[config.mk]
export PLATFORM = sky130hd
export DESIGN_NAME = disp_layer_regctrl
export DESIGN_NICKNAME = d
export VERILOG_FILES = /design/src/rtl/disp_regs_pkg.sv /design/src/rtl/disp_vsync_sync.sv /design/src/rtl/disp_layer_regctrl.sv
export SDC_FILE = /design/constraint.sdc
export NUM_CORES = 1
export LEC_CHECK = 0
export CAP_MARGIN = 25
export CORE_MARGIN = 10
export CORE_UTILIZATION = 30
export CTS_CLUSTER_SIZE = 14
export DETAILED_ROUTE_END_ITERATION = 12
export SETUP_SLACK_MARGIN = 0.5
export SLEW_MARGIN = 20
export SYNTH_ARGS = -nofsm -noshare
export SYNTH_HDL_FRONTEND = slang
export SYNTH_SLANG_ARGS = --single-unit
[constraint.sdc]
create_clock -name ACLK -period 3.1 [get_ports ACLK]
set_clock_uncertainty 0.05 [all_clocks]
set_input_delay 0.62 -clock ACLK [delete_from_list [all_inputs] [get_ports ACLK]]
set_output_delay 0.62 -clock ACLK [all_outputs]
set_load 0.005 [all_outputs]
[src/rtl/disp_regs_pkg.sv]
// disp_regs_pkg: register map constants and helpers for the layered display register block.
// Latency: n/a (constants and combinational helpers only).
// Backpressure: n/a.
package disp_regs_pkg;

    // Register word indices (byte address [11:2]).
    localparam logic [9:0] IDX_CTRL       = 10'h000;
    localparam logic [9:0] IDX_STATUS     = 10'h001;
    localparam logic [9:0] IDX_INTEN      = 10'h002;
    localparam logic [9:0] IDX_INTSTAT    = 10'h003;
    localparam logic [9:0] IDX_FIFOSTAT   = 10'h004;
    localparam logic [9:0] IDX_FRAMECNT   = 10'h005;
    localparam logic [9:0] IDX_LAYER_BASE = 10'h040;

    // Each layer owns two words: ADDR then ctrl.
    localparam int LAYER_STRIDE     = 2;
    localparam int LAYER_STRIDE_LG2 = $clog2(LAYER_STRIDE);

    // CTRL bits
    localparam int CTRL_DISPON = 0;
    localparam int CTRL_UPDREQ = 1;

    // STATUS bits
    localparam int STAT_VBLANK = 0;

    // INTEN / INTSTAT bits
    localparam int INT_VBLANK  = 0;
    localparam int INT_FIFOERR = 1;
    localparam int INT_COMMIT  = 2;

    // FIFOSTAT: underflow flags at [NLAYER-1:0], overflow flags from this bit up.
    localparam int FIFO_OVER_OFS = 16;

    // Expand 4 byte enables into a 32-bit lane mask.
    function automatic logic [31:0] be_mask(input logic [3:0] be);
        return {{8{be[3]}}, {8{be[2]}}, {8{be[1]}}, {8{be[0]}}};
    endfunction

endpackage

[src/rtl/disp_vsync_sync.sv]
// disp_vsync_sync: 3-flop synchroniser for the active-low display VSYNC plus falling-edge pulse.
// Latency: low sampled at edge t0 -> EDGE high during the t1..t2 cycle (state using it updates at t2).
// Backpressure: none; EDGE is a single-cycle pulse per VSYNC assertion.
// Ports: ACLK clock, ARST sync active-high reset, DSP_VSYNC_X async VSYNC (active-low), EDGE pulse out.
module disp_vsync_sync (
    input  logic ACLK,
    input  logic ARST,
    input  logic DSP_VSYNC_X,
    output logic EDGE
);

    logic [2:0] r_sync;

    always_ff @(posedge ACLK) begin
        if (ARST) begin
            r_sync <= '0;
        end else begin
            r_sync <= {r_sync[1:0], DSP_VSYNC_X};
        end
    end

    // High-to-low transition between the two oldest stages. Reset leaves the
    // chain at 0, so a VSYNC idling high after reset only yields a rising
    // transition, never a spurious falling edge.
    assign EDGE = !r_sync[1] & r_sync[2];

endmodule

[src/rtl/disp_layer_regctrl.sv]
// disp_layer_regctrl: multi-layer display register block with double-buffered layer base/enable and DSP_IRQ.
// Latency: register writes visible next cycle; RDATA one cycle after RDEN; staging commits on VSYNC fall.
// Backpressure: none; bus accesses complete in a single cycle.
// Ports: ACLK/ARST (sync active-high); WRADDR/BYTEEN/WREN/WDATA write port; RDADDR/RDEN/RDATA read port;
//        DSP_VSYNC_X async VSYNC; BUF_UNDER/BUF_OVER FIFO error pulses; DISPON, LAYER_EN, LAYER_ADDR, DSP_IRQ.
// Optional: define DISP_FRAME_CNT_EN to add the FRAMECNT frame counter at 0x014.
module disp_layer_regctrl
    import disp_regs_pkg::*;
#(
    parameter int          NLAYER   = 2,
    parameter int          ADDR_W   = 29,
    parameter logic [3:0]  BLOCK_ID = 4'd0
) (
    input  logic                     ACLK,
    input  logic                     ARST,
    input  logic                     DSP_VSYNC_X,
    input  logic [15:0]              WRADDR,
    input  logic [3:0]               BYTEEN,
    input  logic                     WREN,
    input  logic [31:0]              WDATA,
    input  logic [15:0]              RDADDR,
    input  logic                     RDEN,
    output logic [31:0]              RDATA,
    output logic                     DISPON,
    output logic [NLAYER-1:0]        LAYER_EN,
    output logic [NLAYER*ADDR_W-1:0] LAYER_ADDR,
    output logic                     DSP_IRQ,
    input  logic [NLAYER-1:0]        BUF_UNDER,
    input  logic [NLAYER-1:0]        BUF_OVER
);

    localparam logic [8:0] NLAYER_L = 9'(NLAYER);

    logic w_edge;

    disp_vsync_sync u_vsync (
        .ACLK        (ACLK),
        .ARST        (ARST),
        .DSP_VSYNC_X (DSP_VSYNC_X),
        .EDGE        (w_edge)
    );

    // ---------------- state ----------------
    logic                           r_dispon;
    logic                           r_pending;
    logic                           r_vblank;
    logic                           r_int_vblank;
    logic                           r_int_commit;
    logic [2:0]                     r_inten;
    logic [NLAYER-1:0]              r_under;
    logic [NLAYER-1:0]              r_over;
    logic [NLAYER-1:0][ADDR_W-1:0]  r_stg_addr;
    logic [NLAYER-1:0]              r_stg_en;
    logic [NLAYER-1:0][ADDR_W-1:0]  r_act_addr;
    logic [NLAYER-1:0]              r_act_en;
    logic                           r_irq;
    logic [31:0]                    r_rdata;

    // ---------------- write decode ----------------
    logic        w_wr_hit;
    logic [9:0]  w_wr_idx;
    logic [9:0]  w_wr_off;
    logic [8:0]  w_wr_lyr;
    logic        w_wr_lyr_hit;
    logic        w_wr_ctrl, w_wr_status, w_wr_inten, w_wr_intstat, w_wr_fifo;
    logic [31:0] w_be_mask;
    logic [31:0] w_w1c;

    assign w_wr_hit     = WREN && (WRADDR[15:12] == BLOCK_ID);
    assign w_wr_idx     = WRADDR[11:2];
    assign w_wr_off     = w_wr_idx - IDX_LAYER_BASE;
    assign w_wr_lyr     = 9'(w_wr_off >> LAYER_STRIDE_LG2);
    assign w_wr_lyr_hit = w_wr_hit && (w_wr_idx >= IDX_LAYER_BASE) && (w_wr_lyr < NLAYER_L);
    assign w_wr_ctrl    = w_wr_hit && (w_wr_idx == IDX_CTRL);
    assign w_wr_status  = w_wr_hit && (w_wr_idx == IDX_STATUS);
    assign w_wr_inten   = w_wr_hit && (w_wr_idx == IDX_INTEN);
    assign w_wr_intstat = w_wr_hit && (w_wr_idx == IDX_INTSTAT);
    assign w_wr_fifo    = w_wr_hit && (w_wr_idx == IDX_FIFOSTAT);
    assign w_be_mask    = be_mask(BYTEEN);
    assign w_w1c        = WDATA & w_be_mask;

    // ---------------- read decode ----------------
    logic        w_rd_blk;
    logic [9:0]  w_rd_idx;
    logic [9:0]  w_rd_off;
    logic [8:0]  w_rd_lyr;
    logic        w_rd_lyr_hit;
    logic [31:0] w_rd_dat;
    logic [31:0] w_framecnt;

    assign w_rd_blk     = (RDADDR[15:12] == BLOCK_ID);
    assign w_rd_idx     = RDADDR[11:2];
    assign w_rd_off     = w_rd_idx - IDX_LAYER_BASE;
    assign w_rd_lyr     = 9'(w_rd_off >> LAYER_STRIDE_LG2);
    assign w_rd_lyr_hit = (w_rd_idx >= IDX_LAYER_BASE) && (w_rd_lyr < NLAYER_L);

    // ---------------- derived ----------------
    logic              w_commit;
    logic [2:0]        w_intstat;
    logic [NLAYER-1:0] w_under_clr;
    logic [NLAYER-1:0] w_over_clr;
    logic [NLAYER-1:0][ADDR_W-1:0] w_stg_nxt;

    assign w_commit                = w_edge & r_pending;
    assign w_intstat[INT_VBLANK]   = r_int_vblank;
    assign w_intstat[INT_FIFOERR]  = |{r_under, r_over};
    assign w_intstat[INT_COMMIT]   = r_int_commit;
    assign w_under_clr             = w_wr_fifo ? w_w1c[NLAYER-1:0] : '0;
    assign w_over_clr              = w_wr_fifo ? w_w1c[FIFO_OVER_OFS +: NLAYER] : '0;

    // Byte-lane merge of a layer address write; bits at or above ADDR_W are dropped.
    always_comb begin
        w_stg_nxt = '0;
        for (int i = 0; i < NLAYER; i++) begin
            w_stg_nxt[i] = (r_stg_addr[i] & ~w_be_mask[ADDR_W-1:0])
                         | (WDATA[ADDR_W-1:0] & w_be_mask[ADDR_W-1:0]);
        end
    end

    always_ff @(posedge ACLK) begin
        if (ARST) begin
            r_dispon     <= 1'b0;
            r_pending    <= 1'b0;
            r_vblank     <= 1'b0;
            r_int_vblank <= 1'b0;
            r_int_commit <= 1'b0;
            r_inten      <= '0;
            r_under      <= '0;
            r_over       <= '0;
            r_stg_addr   <= '0;
            r_stg_en     <= '0;
            r_act_addr   <= '0;
            r_act_en     <= '0;
            r_irq        <= 1'b0;
            r_rdata      <= '0;
        end else begin
            if (w_wr_ctrl && BYTEEN[0]) begin
                r_dispon <= WDATA[CTRL_DISPON];
            end

            // Commit samples staging before any same-cycle staging write lands.
            if (w_commit) begin
                r_act_addr <= r_stg_addr;
                r_act_en   <= r_stg_en;
                r_pending  <= 1'b0;
            end
            // A request arriving with the edge is held for the next edge.
            if (w_wr_ctrl && BYTEEN[0] && WDATA[CTRL_UPDREQ]) begin
                r_pending <= 1'b1;
            end

            // Sticky flags: clear first, then hardware set so that set wins.
            if (w_wr_status && w_w1c[STAT_VBLANK]) r_vblank <= 1'b0;
            if (w_edge)                            r_vblank <= 1'b1;

            if (w_wr_intstat && w_w1c[INT_VBLANK]) r_int_vblank <= 1'b0;
            if (w_edge)                            r_int_vblank <= 1'b1;

            if (w_wr_intstat && w_w1c[INT_COMMIT]) r_int_commit <= 1'b0;
            if (w_commit)                          r_int_commit <= 1'b1;

            r_under <= (r_under & ~w_under_clr) | BUF_UNDER;
            r_over  <= (r_over  & ~w_over_clr)  | BUF_OVER;

            if (w_wr_inten && BYTEEN[0]) begin
                r_inten <= WDATA[2:0];
            end

            for (int i = 0; i < NLAYER; i++) begin
                if (w_wr_lyr_hit && (w_wr_lyr == 9'(i))) begin
                    if (!w_wr_off[0]) begin
                        r_stg_addr[i] <= w_stg_nxt[i];
                    end else if (BYTEEN[0]) begin
                        r_stg_en[i] <= WDATA[0];
                    end
                end
            end

            r_irq <= |(w_intstat & r_inten);

            if (RDEN && w_rd_blk) begin
                r_rdata <= w_rd_dat;
            end
        end
    end

`ifdef DISP_FRAME_CNT_EN
    logic        w_wr_fcnt;
    logic [31:0] r_framecnt;

    assign w_wr_fcnt = w_wr_hit && (w_wr_idx == IDX_FRAMECNT);

    // Clear takes priority over a coincident edge.
    always_ff @(posedge ACLK) begin
        if (ARST) begin
            r_framecnt <= '0;
        end else if (w_wr_fcnt && (|BYTEEN)) begin
            r_framecnt <= '0;
        end else if (w_edge) begin
            r_framecnt <= r_framecnt + 32'd1;
        end
    end

    assign w_framecnt = r_framecnt;
`else
    assign w_framecnt = '0;
`endif

    always_comb begin
        w_rd_dat = '0;
        if (w_rd_lyr_hit) begin
            for (int i = 0; i < NLAYER; i++) begin
                if (w_rd_lyr == 9'(i)) begin
                    if (!w_rd_off[0]) begin
                        w_rd_dat[ADDR_W-1:0] = r_stg_addr[i];
                    end else begin
                        w_rd_dat[0] = r_stg_en[i];
                    end
                end
            end
        end else begin
            case (w_rd_idx)
                IDX_CTRL: begin
                    w_rd_dat[CTRL_DISPON] = r_dispon;
                    w_rd_dat[CTRL_UPDREQ] = r_pending;
                end
                IDX_STATUS:   w_rd_dat[STAT_VBLANK] = r_vblank;
                IDX_INTEN:    w_rd_dat[2:0] = r_inten;
                IDX_INTSTAT:  w_rd_dat[2:0] = w_intstat;
                IDX_FIFOSTAT: begin
                    w_rd_dat[NLAYER-1:0]              = r_under;
                    w_rd_dat[FIFO_OVER_OFS +: NLAYER] = r_over;
                end
                IDX_FRAMECNT: w_rd_dat = w_framecnt;
                default:      w_rd_dat = '0;
            endcase
        end
    end

    // Low address bits and unused W1C lanes carry no information here.
    logic w_unused;
    assign w_unused = ^{WRADDR[1:0], RDADDR[1:0], w_w1c};

    assign RDATA      = r_rdata;
    assign DISPON     = r_dispon;
    assign LAYER_EN   = r_act_en;
    assign LAYER_ADDR = r_act_addr;
    assign DSP_IRQ    = r_irq;

endmodule

==> results of run 1 <==
## logic make-up (layout without fill, tap and decap cells)
family | after synthesis | after routing | share of synthesized area (%)
simple gates | 314 | 314 | 22.4
flops | 165 | 165 | 48.5
compound gates | 114 | 114 | 9.24
mux | 96 | 96 | 14.8
buf+inv | 59 | 221 | 3.73
fa+ha+maj | 6 | 6 | 1.10
other cells | 1 | 3 | 0.0551
xor+xnor | 1 | 1 | 0.129
## worst max-delay path: stages
cell and delay, ns:
clkdlybuf4s50_1 0.50, inv_1 0.06, ha_1 0.21, xnor2_1 0.16, nand4_1 0.13, buf_4 0.23, nor4_4 0.50, mux2i_1 0.26
nor2_1 0.05
## what timing repair did
action / in CTS / in global routing
endpoints found under the hold margin: 0 / 0
gates resized for setup: 0 / 5
setup endpoints to repair: 0 / 27
## cell usage after synthesis, types with 2 or more instances
master / n / area [sq um]
or4_1: 2 / 15.0
nor4bb_1: 2 / 20.0
or2_2: 3 / 18.8
nor4_4: 9 / 191
a211oi_1: 3 / 22.5
ha_1: 6 / 75.1
buf_1: 3 / 11.3
inv_1: 7 / 26.3
and4b_1: 2 / 20.0
a21oi_1: 92 / 460
a22oi_1: 2 / 15.0
a211oi_2: 3 / 37.5
nand3_1: 28 / 140
nor3_1: 7 / 35.0
dfxtp_1: 165 / 3300
o21ai_0: 6 / 30.0
clkbuf_1: 40 / 150
a31oi_1: 2 / 12.5
buf_2: 2 / 10.0
mux2_2: 28 / 315
nor3b_1: 4 / 30.0
nor4b_1: 2 / 17.5
nor2_1: 80 / 300
nand4_1: 5 / 31.3
a2bb2oi_1: 2 / 17.5
nand2_1: 149 / 559
mux2i_1: 67 / 671
buf_4: 6 / 45.0
nand2b_1: 5 / 31.3
nor2b_1: 8 / 50.1
## area by class of cell
cell class | count | area, sq um
fillers | 2230 | 13100
flip-flops and latches | 165 | 3300
multi-input cells | 534 | 3280
repair buffers | 182 | 1860
clock buffers | 21 | 480
well taps | 285 | 357
clock inverters | 11 | 114
inverters | 7 | 26.3
## metal layers
layer / up-vias / global-route usage [%]
met4: 0 / 3.55
li1: 2872 / -
met5: - / 0
met2: 118 / 23.5
met1: 2716 / 16.6
met3: 10 / 5.23
## path summary, 6_finish.rpt
| path | from | end | slack (ns) | depth (start not counted) |
|---|---|---|---|---|
| setup / recovery | WRADDR[8] | flip-flop | 0.62 | 9 |
| hold / removal | RDATA[21]$_SDFFE_PP0P_ | RDATA[21]$_SDFFE_PP0P_ | 0.40 | 2 |
| setup reg to reg | u_vsync.r_sync[1]$_SDFF_PP0_ | LAYER_ADDR[30]$_SDFFE_PP0P_ | 1.29 | 5 |
| hold reg to reg | RDATA[21]$_SDFFE_PP0P_ | RDATA[21]$_SDFFE_PP0P_ | 0.40 | 2 |
## where the power goes
| group | switching, mW | leakage (nW) | internal, mW | total [mW] |
|---|---|---|---|---|
| clock network | 0.909 | 0.289 | 1.21 | 2.12 |
| logic | 0.122 | 1.55 | 0.118 | 0.241 |
| registers | 0.00503 | 1.33 | 2.13 | 2.13 |
## cells in the final DEF, fill, tap and decap left out, types with 5 or more instances in the layout
cell type | Yosys | routed
nor4_4 | 9 | 9
o21ai_0 | 6 | 5
mux2i_1 | 67 | 67
nor2_1 | 80 | 79
inv_1 | 7 | 7
clkbuf_16 | 0 | 19
nand2b_1 | 5 | 5
dfxtp_1 | 165 | 165
nand4_1 | 5 | 5
nor3_1 | 7 | 6
clkdlybuf4s50_1 | 0 | 158
nor2b_1 | 8 | 8
nand3_1 | 28 | 28
a21oi_1 | 92 | 92
buf_4 | 6 | 16
ha_1 | 6 | 6
buf_12 | 0 | 5
mux2_2 | 28 | 28
nand2_1 | 149 | 149
==> impl_results.md, run 1 <==
- Peak supply drop: 314 uV
- Final nets: 990
- H-tree depth: 4
- Worst setup EP type: flip-flop
- Yosys reg bits: 165
- Chip width: 171 um
- Die H: 171 um
- Syn_area_per_cell: 9.01 sq um
- Worst-Skew Late Latency: 0.41 ns
- Deepest clock path buffer count: 2
- # setup viols final: 0
- Met3 Routed Length: 1520 um
- Fin Hold WS: 0.401 ns
- Main synth FF type: dfxtp_1
- Cells after DPL: 1171
- Antenna-violating nets left: 0
- Vias/cell: 4.74
- ANT cells: 0
- Total grt overflow: 0
- DP Worst Slack: 0.175 ns
- Vias: 5716
- GPL Wtd Cong: 0.819
- Port Buffer Count: 160
- Final instance area: 9420 sq um
- Reg clk slew, reported paths: 0.07 ns
- Clock tree from TritonCTS: built
- Vias in the first global route: 5741
- Worst-path fanout max: 10
- WL met1: 9220 um
- Seq/Total Area, Yosys: 48.5%
- CP arrival: 2.73 ns
- Setup_tns: 0 ns
- CP Launch Type: primary input
- Number of hold buffers added after cts: 0
- Detail Placement HPWL: 14200 um
- Warnings from Yosys: 0
- Syn Inst Count: 756
- Final std cells w/o fill: 1205
- Share of cells above drive strength 1: 11.5%
- Final Total Pwr: 4.49 mW
- Routed len/inst: 17.4 um
- Slew headroom: 54.0%
- Post-Route Utilization: 41.9%
- MaxCap Viol Count: 0
- Die area: 29100 sq um
- CTS Sinks: 165
- FMAX: 403 MHz
- FP Rows: 55
- Critical path class: primary input to flip-flop
- RSZ-0062 raised after global routing: no
- CORE AREA: 22500 sq um
- Hold WC Path Type: flip-flop to flip-flop
- Required @ worst endpoint: 3.34 ns
- Final Hold Vio Count: 0
- Status: complete, no violations
- DR WL met2: 10100 um
- Cell Area, Synth: 6810 sq um
- DR pass1 iterations: 4
- Max-slew violation total from the final report: 0
- Initial antenna violation count: 0
- Iter 0 DRT Violations: 262
- GRT Util Overall: 14.0%
- Leak: 3.17 nW
- Pin count of the biggest net entering global routing: 84
- Starting Density: 30.3%
- Top sig layer: met4
- I/O Pins: 171
- Routed WL: 21000 um
- Setup ws final: 0.618 ns
- Drt drc: 0
- Root Driver: clkbuf_16
- Number of synthesized flops with an enable pin: 0
- Post-CTS setup buffer count: 0
- Layout area overhead: 38.3%
- Placed cell areas: 8760 sq um
- FFs w/ async S/R, synth: 0%
- PD cells: 477 nW/um^2
- Minimum clock period: 2.48 ns
- Tightest Pin Transition: 0.689 ns
- First-pass GRT wire length: 32200 um
- Final period utilization: 80.1%
- Cell variety after synth: 46
- Num CTS Buffers: 17
(Power assumes the default switching activity.)
==> run 2: changes to the inputs <==
==> constraint.sdc (replaced) <==
create_clock -name ACLK -period 2.3 [get_ports ACLK]
set_clock_uncertainty 0.05 [all_clocks]
set_input_delay 0.46 -clock ACLK [delete_from_list [all_inputs] [get_ports ACLK]]
set_output_delay 0.46 -clock ACLK [all_outputs]
set_load 0.005 [all_outputs]
==> run 2 against run 1 <==
  * First-iteration DRC count increased by 31%
  * Clock-buffer cell count fell by 4
  * Clock power increased by 34%
  * Global-route usage is 0.59 points higher
  * Highest routed layer is now met5
  * Die area unchanged
==> impl_results.md, run 2 (synthesis gave the netlist of run 1 again) <==
- Starting Density: 30.3% (unchanged)
- Leak: 4.26 nW (+34%)
- Final Hold Vio Count: 0 (unchanged)
- Most frequent cells in the layout: dfxtp_1 (160), nand2_1 (149), a21oi_1 (82)
- Commonest non-fill, non-tap cell in the layout: dfxtp_1
- Iter 0 DRT Violations: 342 (+31%)
- Final instance area: 10200 sq um (+8.7%)
- I/O Pins: 171 (unchanged)
- Vias/cell: 4.71 (-0.64%)
- Pin count of the biggest net entering global routing: 79 (-6.0%)
- Required @ worst endpoint: 2.57 ns (-0.77 ns)
- First-pass GRT wire length: 33700 um (+4.5%)
- Drt drc: 0 (unchanged)
- Layout area overhead: 50.3%
- Final nets: 1038 (+4.8%)
- Num CTS Buffers: 17 (unchanged)
- DR WL met2: 9810 um (-2.8%)
- Max incr delay on CP: 0.33 ns (-0.17 ns)
- Hold Crit Depth: 2 (unchanged)
- WL met1: 9690 um (+5.1%)
- H-tree depth: 4 (unchanged)
- Minimum clock period: 1.80 ns
- Worst-path fanout max: 8 (-2)
- Chip width: 171 um (unchanged)
- WP buf/inv: 4 (+1)
- Cells on worst reg2reg path: 5 (unchanged)
- CP Launch Type: primary input
- CP arrival: 2.07 ns (-0.66 ns)
- Number of hold buffers added after cts: 0 (unchanged)
- Worst-Skew Late Latency: 0.43 ns (+0.02 ns)
- Worst setup EP type: flip-flop
- Vias: 5920 (+3.6%)
- DR pass1 iterations: 4 (unchanged)
- Deepest clock path buffer count: 2 (unchanged)
- Routed len/inst: 16.8 um (-3.3%)
- FP Rows: 55 (unchanged)
- Worst path cell trace: buf_6 -> nor4_4 -> nand3_4 -> buf_6 -> buf_16 -> nor4_4 -> buf_12 -> mux2i_1 -> nor2_1
- CORE AREA: 22500 sq um (unchanged)
- Final period utilization: 78.3%
- Top sig layer: met5
- Share of cells above drive strength 1: 23.3% (+12 points)
- # setup viols final: 0 (unchanged)
- Clock tree from TritonCTS: built
- Placed cell areas: 9290 sq um (+6.1%)
- PD cells: 596 nW/um^2 (+25%)
- GPL Wtd Cong: 0.770 (-6.0%)
- Critical path class: primary input to flip-flop
- Routed WL: 21200 um (+0.84%)
- Antenna-violating nets left: 0 (unchanged)
- Detail Placement HPWL: 14800 um (+3.7%)
- Status: complete, no violations
- Die H: 171 um (unchanged)
- FMAX: 555 MHz
- Fill cells: 2231 (+0.045%)
- Area taken by multi-input logic gates: 3590 sq um (+9.4%)
- Reg clk slew, reported paths: 0.07 ns (about the same)
- Crit. path cell count: 9 (unchanged)
- MaxCap Viol Count: 0 (unchanged)
- Setup_tns: 0 ns (unchanged)
- Root Driver: clkbuf_16
- Vias in the first global route: 6091 (+6.1%)
- Peak supply drop: 467 uV (+48%)
- GRT Util Overall: 14.6% (+0.59 points)
- Crit path max-delay family: simple AND/OR/NAND/NOR gates
- Initial antenna violation count: 4 (+4)
- RSZ-0062 raised after global routing: yes
- Max-slew violation total from the final report: 0 (unchanged)
- CTS Sinks: 165 (unchanged)
- Hold WC Path Type: primary input to flip-flop
- Die area: 29100 sq um (unchanged)
- Met3 Routed Length: 1490 um (-2.2%)
- Reg area: 3310 sq um (+0.19%)
- CP max stage cell: nor4_4
- Port Buffer Count: 160 (unchanged)
- Total grt overflow: 0 (unchanged)
## run 2: where the power goes
part / internal [mW] / leakage (nW) / total, mW / switching (mW)
Sequential: 2.87 / 1.33 / 2.87 / 0.00651
Clock: 1.54 / 0.278 / 2.84 / 1.30
Combinational: 0.198 / 2.64 / 0.390 / 0.192
Total: 4.60 / 4.26 / 6.11 / 1.50
## run 2: path summary, 6_finish.rpt
path	slack, ns	startpoint	to
setup reg to reg	0.73	r_over[0]$_SDFF_PP0_	RDATA[1]$_SDFFE_PP0P_
setup / recovery	0.50	WRADDR[13]	flip-flop
hold / removal	0.31	ARST	flip-flop
hold reg to reg	0.39	u_vsync.r_sync[0]$_SDFF_PP0_	u_vsync.r_sync[1]$_SDFF_PP0_
## run 2: per-stage QoR
stage | utilization [%] | instances | hold WS, ns | power (mW) | setup WS (ns)
final | 45.5 | 1256 | 0.315 | 6.11 | 0.499
after global routing | 45.5 | 1255 | 0.331 | 6.34 | 0.363
after CTS | 44.5 | 1245 | 0.313 | 6.18 | 0.488
after detailed placement | 41.3 | 1202 | 0.379 | 3.31 | -0.403
after global placement | 41.3 | 1202 | 0.368 | 3.30 | -0.366
after floorplan | - | 758 | 0.364 | 3.09 | 0.234
## run 2: final cells by class
class / count / area share (%)
diodes: 3 / 0.0733
clock buffers: 17 / 4.16
clock inverters: 15 / 1.63
flip-flops and latches: 165 / 32.3
multi-input cells: 534 / 35.1
well taps: 285 / 3.48
inverters: 7 / 0.428
repair buffers: 230 / 22.8
## run 2: what timing repair did
item                                    4_1_cts  5_1_grt
buffers inserted                              8        8
cloned                                        3        0
endpoints found under the setup margin      172      131
pin swaps                                    19       32
gates resized for setup                     136       71
endpoints found under the hold margin         0        0
## run 2: layer usage
layer,up-vias,GRT usage (%)
met1,2794,18.1
met2,134,23.4
met4,2,3.74
li1,2977,-
met3,13,5.44
met5,-,0
## run 2: worst register-to-register path: cells and delay by family, from the launching register on
kind,cells,cell delay [ns]
flops,1,0.34
compound gates,3,0.40
simple gates,2,0.67
